File: config.mk
export PLATFORM = sky130hd
export DESIGN_NAME = maxpool_col_stream_flat
export DESIGN_NICKNAME = d
export VERILOG_FILES = /design/src/rtl/maxpool_col_stream_if.sv /design/src/rtl/maxpool_col_stream.sv /design/src/flat_wrapper.sv
export SDC_FILE = /design/constraint.sdc
export NUM_CORES = 1
export LEC_CHECK = 0
export ABC_CLOCK_PERIOD_IN_PS = 9000
export CORE_AREA = 2 2 227 229
export DETAILED_ROUTE_END_ITERATION = 10
export DIE_AREA = 0 0 229 231
export GPL_TIMING_DRIVEN = 0
export MAX_ROUTING_LAYER = met4
export PLACE_DENSITY = 0.87
export RECOVER_POWER = 50
export SLEW_MARGIN = 20
export SYNTH_ARGS = -nofsm -noshare
export SYNTH_HDL_FRONTEND = slang
export SYNTH_SLANG_ARGS = --single-unit
File: constraint.sdc
create_clock -name clk -period 9 [get_ports clk]
set_input_delay 1.35 -clock clk [delete_from_list [all_inputs] [get_ports clk]]
set_output_delay 1.35 -clock clk [all_outputs]
set_load 0.005 [all_outputs]
File: src/rtl/maxpool_col_stream_if.sv
// Stream bus between the conv array and the 2x2 max-pool stage.
// The master drives conv columns; the slave (pool stage) returns pooled columns.
interface maxpool_col_stream_if #(
    parameter int unsigned DATA_WIDTH = 16,
    parameter int unsigned IN_ROWS    = 24,
    parameter int unsigned IN_COLS    = 24
);
    localparam int unsigned OUT_ROWS = IN_ROWS / 2;
    localparam int unsigned OUT_COLS = IN_COLS / 2;
    localparam int unsigned IdxW     = (OUT_COLS > 1) ? $clog2(OUT_COLS) : 1;

    logic                                 clear;
    logic                                 valid_in;
    logic [IN_ROWS-1:0][DATA_WIDTH-1:0]   data_in;
    logic                                 valid_out;
    logic [OUT_ROWS-1:0][DATA_WIDTH-1:0]  data_out;
    logic [IdxW-1:0]                      col_idx;
    logic                                 done;

    modport master (
        output clear, valid_in, data_in,
        input  valid_out, data_out, col_idx, done
    );

    modport slave (
        input  clear, valid_in, data_in,
        output valid_out, data_out, col_idx, done
    );
endinterface

File: src/rtl/maxpool_col_stream.sv
// Streaming 2x2 max-pool: pairs adjacent row lanes within a column, then
// adjacent columns, emitting one pooled column per two accepted input columns.
module maxpool_col_stream #(
    parameter int unsigned DATA_WIDTH = 16,
    parameter int unsigned IN_ROWS    = 24,
    parameter int unsigned IN_COLS    = 24,
    parameter int unsigned RELU       = 1
) (
    input  logic                clk,
    input  logic                rst,
    maxpool_col_stream_if.slave bus
);
    localparam int unsigned OUT_ROWS = IN_ROWS / 2;
    localparam int unsigned OUT_COLS = IN_COLS / 2;
    localparam int unsigned IdxW     = (OUT_COLS > 1) ? $clog2(OUT_COLS) : 1;
    localparam int unsigned ColW     = (IN_COLS > 1) ? $clog2(IN_COLS) : 1;

    if (((IN_ROWS % 2) != 0) || ((IN_COLS % 2) != 0) || (IN_COLS < 2) || (IN_ROWS < 2))
    begin : g_bad_params
        $error("maxpool_col_stream: IN_ROWS and IN_COLS must be even and nonzero");
    end

    logic [ColW-1:0]                     in_col_q, in_col_d;
    logic [OUT_ROWS-1:0][DATA_WIDTH-1:0] hold_q, hold_d;
    logic [OUT_ROWS-1:0][DATA_WIDTH-1:0] data_q, data_d;
    logic [IdxW-1:0]                     idx_q, idx_d;
    logic                                valid_q, valid_d;
    logic                                done_q, done_d;

    logic [OUT_ROWS-1:0][DATA_WIDTH-1:0] vmax;
    logic [OUT_ROWS-1:0][DATA_WIDTH-1:0] pooled;
    logic                                accept;
    logic                                odd;
    logic                                last;

    // clear wins over a coincident beat
    assign accept = bus.valid_in && !bus.clear;
    assign odd    = in_col_q[0];
    assign last   = (in_col_q == ColW'(IN_COLS - 1));

    // Vertical max of each adjacent row pair in the incoming column
    always_comb begin
        vmax = '0;
        for (int k = 0; k < OUT_ROWS; k++) begin
            vmax[k] = ($signed(bus.data_in[2*k]) > $signed(bus.data_in[2*k+1]))
                      ? bus.data_in[2*k] : bus.data_in[2*k+1];
        end
    end

    // Horizontal max against the held even column, then optional ReLU clamp
    always_comb begin
        pooled = '0;
        for (int k = 0; k < OUT_ROWS; k++) begin
            pooled[k] = ($signed(hold_q[k]) > $signed(vmax[k])) ? hold_q[k] : vmax[k];
            if ((RELU != 0) && pooled[k][DATA_WIDTH-1]) begin
                pooled[k] = '0;
            end
        end
    end

    // Column counter, pair hold and output register next-state
    always_comb begin
        in_col_d = in_col_q;
        hold_d   = hold_q;
        data_d   = data_q;
        idx_d    = idx_q;
        valid_d  = 1'b0;
        done_d   = 1'b0;
        if (bus.clear) begin
            in_col_d = '0;
        end else if (accept) begin
            in_col_d = last ? '0 : in_col_q + 1'b1;
            if (!odd) begin
                hold_d = vmax;
            end else begin
                data_d  = pooled;
                idx_d   = IdxW'(in_col_q >> 1);
                valid_d = 1'b1;
                done_d  = last;
            end
        end
    end

    // State registers with synchronous reset
    always_ff @(posedge clk) begin
        if (rst) begin
            in_col_q <= '0;
            hold_q   <= '0;
            data_q   <= '0;
            idx_q    <= '0;
            valid_q  <= 1'b0;
            done_q   <= 1'b0;
        end else begin
            in_col_q <= in_col_d;
            hold_q   <= hold_d;
            data_q   <= data_d;
            idx_q    <= idx_d;
            valid_q  <= valid_d;
            done_q   <= done_d;
        end
    end

    assign bus.data_out  = data_q;
    assign bus.col_idx   = idx_q;
    assign bus.valid_out = valid_q;
    assign bus.done      = done_q;
endmodule

File: src/flat_wrapper.sv
// flat-port wrapper written by rule: the top's interface ports become plain ports
module maxpool_col_stream_flat 
#(
    parameter int unsigned DATA_WIDTH = 16,
    parameter int unsigned IN_ROWS    = 24,
    parameter int unsigned IN_COLS    = 24,
    parameter int unsigned RELU       = 1
)
  (clk, rst, bus_clear, bus_valid_in, bus_data_in, bus_valid_out, bus_data_out, bus_col_idx, bus_done);
  maxpool_col_stream_if #(.DATA_WIDTH(DATA_WIDTH), .IN_ROWS(IN_ROWS), .IN_COLS(IN_COLS)) bus_i ();
  input  logic clk;
  input  logic rst;
  input wire logic [$bits(bus_i.clear)-1:0] bus_clear;
  input wire logic [$bits(bus_i.valid_in)-1:0] bus_valid_in;
  input wire logic [$bits(bus_i.data_in)-1:0] bus_data_in;
  output wire logic [$bits(bus_i.valid_out)-1:0] bus_valid_out;
  output wire logic [$bits(bus_i.data_out)-1:0] bus_data_out;
  output wire logic [$bits(bus_i.col_idx)-1:0] bus_col_idx;
  output wire logic [$bits(bus_i.done)-1:0] bus_done;
  assign bus_i.clear = bus_clear;
  assign bus_i.valid_in = bus_valid_in;
  assign bus_i.data_in = bus_data_in;
  assign bus_valid_out = bus_i.valid_out;
  assign bus_data_out = bus_i.data_out;
  assign bus_col_idx = bus_i.col_idx;
  assign bus_done = bus_i.done;
  maxpool_col_stream #(.DATA_WIDTH(DATA_WIDTH), .IN_ROWS(IN_ROWS), .IN_COLS(IN_COLS), .RELU(RELU)) u_core (.clk(clk), .rst(rst), .bus(bus_i));
endmodule
==> qor.csv <==
metric;value;unit
hold_buffers;0;
fin_setup_tns;0;ns
placed_area;32900;µm²
grt_pass1_wl;144000;µm
final.period_utilization;83.0;%
start_util;51.8;%
fp.dieH;231;µm
finalCriticalPeriod;7.47;ns
yosysMostFrequentCell;nor2_1;
finalPower;4.99;mW
yosys-top-cells-area;dfxtp_1 29%, ha_1 17%, a211oi_1 6.1%, nor2_1 5.7%, a221o_1 4.7%;
synth-seq-cells;383;
dr.pass1.iters;6;
crit_path_start_kind;input pin;
yosysWarningCount;0;
clk_path_buf_depth;3;
hold_viol;0;
finish.instance_area;34200;µm²
rsz0062_at_grt;no;
vdd_drop_max;0.110;mV
grt_antenna_before_repair;14;
drt_iter0_drc;2299;
required;9.51;ns
coreArea;50700;µm²
nets;4541;
worst_pin_slew;1.25;ns
fillers;4174;
avgViaCountPerCell;5.97;
synth_top_area_share;29.2;%
avgSynthCellArea;8.30;µm²
cap_violations;0;
syn_inst;3164;
synth_commonest_cells;396 x nor2_1, 383 x dfxtp_1, 361 x ha_1;
whs;0.457;ns
dieArea;52900;µm²
drc;0;
drt-total-wl;93600;µm
grt_remaining_overflow;0;
cts.clk_slew.worst_paths;0.06;ns
place_hpwl;73800;µm
ioPinCount;586;
num_vias;27000;
arrival;7.97;ns
placed_cells;4427;
area_growth;30.3;%
cts_tree;yes;
grt_max_degree;13;
synth_flop_cell;dfxtp_1;
cts_sinks;383;
grt_pass1_vias;26500;
p_per_area;146;nW/µm²
critPathMaxFanout;10;
die_width;229;µm
clock-root-buffer;clkbuf_16;
drive_gt1_share;3.32;%
max_freq;0.134;GHz
synth-async-reset-ratio;0;%
cts_buffers;43;
finalClockSkew;0.0166;ns
mappedNetlistArea;26300;µm²
synth_edf_count;0;
crit_path_end_kind;flip-flop;
cts_resized;0;
row_count;83;
wl_per_cell;20.7;µm
synth_area_leader_cell;dfxtp_1;
setup_viol;0;
p_leak;15.6;nW
drv_slew;0;
cts_htree_levels;2;
cts_setup_buffers;0;
port_buffers;572;
min_path_type;flip-flop to flip-flop;
yosysSeqAreaShare;29.2;%
ant_nets;0;
place_congestion;0.951;
path_class;input pin to flip-flop;
clock_latency;0.58;ns
status;finished, final reports clean;
slew_headroom;17.0;%
track_usage;35.1;%
synthDistinctLibCells;88;
fin_cells;4514;
-- critical path, cell delays in order --
cell and delay [ns]:
clkdlybuf4s50_1 0.56, inv_1 0.09, ha_1 0.30, nand4_1 0.21
nor2_1 0.28, a211oi_1 0.14, o311a_1 0.36, a41o_1 0.29
nor2_2 0.27, clkbuf_1 0.50, clkbuf_1 0.51, a21oi_1 0.29
ha_1 0.37, nand4_1 0.13, nor4_1 0.42, and2_1 0.31
nand2_1 0.10, a2111oi_0 0.36, o211ai_1 0.18, a21o_1 0.22
a2bb2oi_1 0.20, buf_2 0.25, nor2_1 0.13, a221o_1 0.13
-- cells in the final DEF, fill, tap and decap left out, drive strengths merged, types with 124 or more instances in the layout --
cell type / instances
ha: 361
clkdlybuf4s50: 378
inv: 308
nor2: 397
a211oi: 215
a21oi: 232
clkbuf: 205
dlygate4sd3: 194
a221o: 124
dfxtp: 383
-- sequential cells by signal, indices dropped and copies added, names as in the netlist --
signal	cells
u_core.bus.done	1
u_core.bus.valid_out	1
u_core.in_col_q	5
u_core.bus.data_out	180
u_core.hold_q	192
u_core.bus.col_idx	4
-- cell type report --
type | count | area [µm²] | share of cell area [%]
multi-input cells | 2309 | 16700 | 48.8
flip-flops and latches | 383 | 7670 | 22.4
repair buffers | 572 | 5730 | 16.7
clock buffers | 62 | 1250 | 3.65
inverters | 308 | 1160 | 3.38
well taps | 680 | 851 | 2.49
plain buffers | 175 | 752 | 2.20
clock inverters | 12 | 106 | 0.311
diodes | 13 | 32.5 | 0.0950
-- logic make-up after synthesis --
group                      Yosys count  synth area share, %
AOI/OAI and AO/OA                  906                 24.7
xor gates and xnor gates            19                0.634
adders and majority gates          366                 17.4
buffers and inverters              483                 7.34
DFF                                383                 29.2
muxes                               78                 3.10
other                                1               0.0143
and+or+nand+nor                    928                 17.7
-- worst paths after layout --
check / start / to / slack [ns] / depth (start not counted)
max: bus_data_in[276] / u_core.bus.data_out[140] / 1.53 / 24
min: u_core.bus.col_idx[0] / u_core.bus.col_idx[0] / 0.46 / 2
max reg2reg: u_core.in_col_q[0] / u_core.bus.data_out[173] / 5.53 / 8
min reg2reg: u_core.bus.col_idx[0] / u_core.bus.col_idx[0] / 0.46 / 2
-- report_power, final --
part | internal, mW | switching [mW]
sequential | 1.77 | 0.0644
clock | 0.992 | 0.740
combinational | 0.597 | 0.824
-- per-layer routing --
metal	global-route usage (%)	part of all wire [%]
met5	-	0
met1	40.4	40
met2	59.9	48
met4	13.7	4.0
met3	7.34	7.4
-- metrics by stage --
step	setup WS [ns]	utilization [%]
after CTS	1.88	67.6
final	1.53	67.6
after global placement	1.41	64.9
after detailed placement	1.32	64.9
after floorplan	3.10	-
after global routing	1.29	67.6
Power figures use the tool's default switching activity.
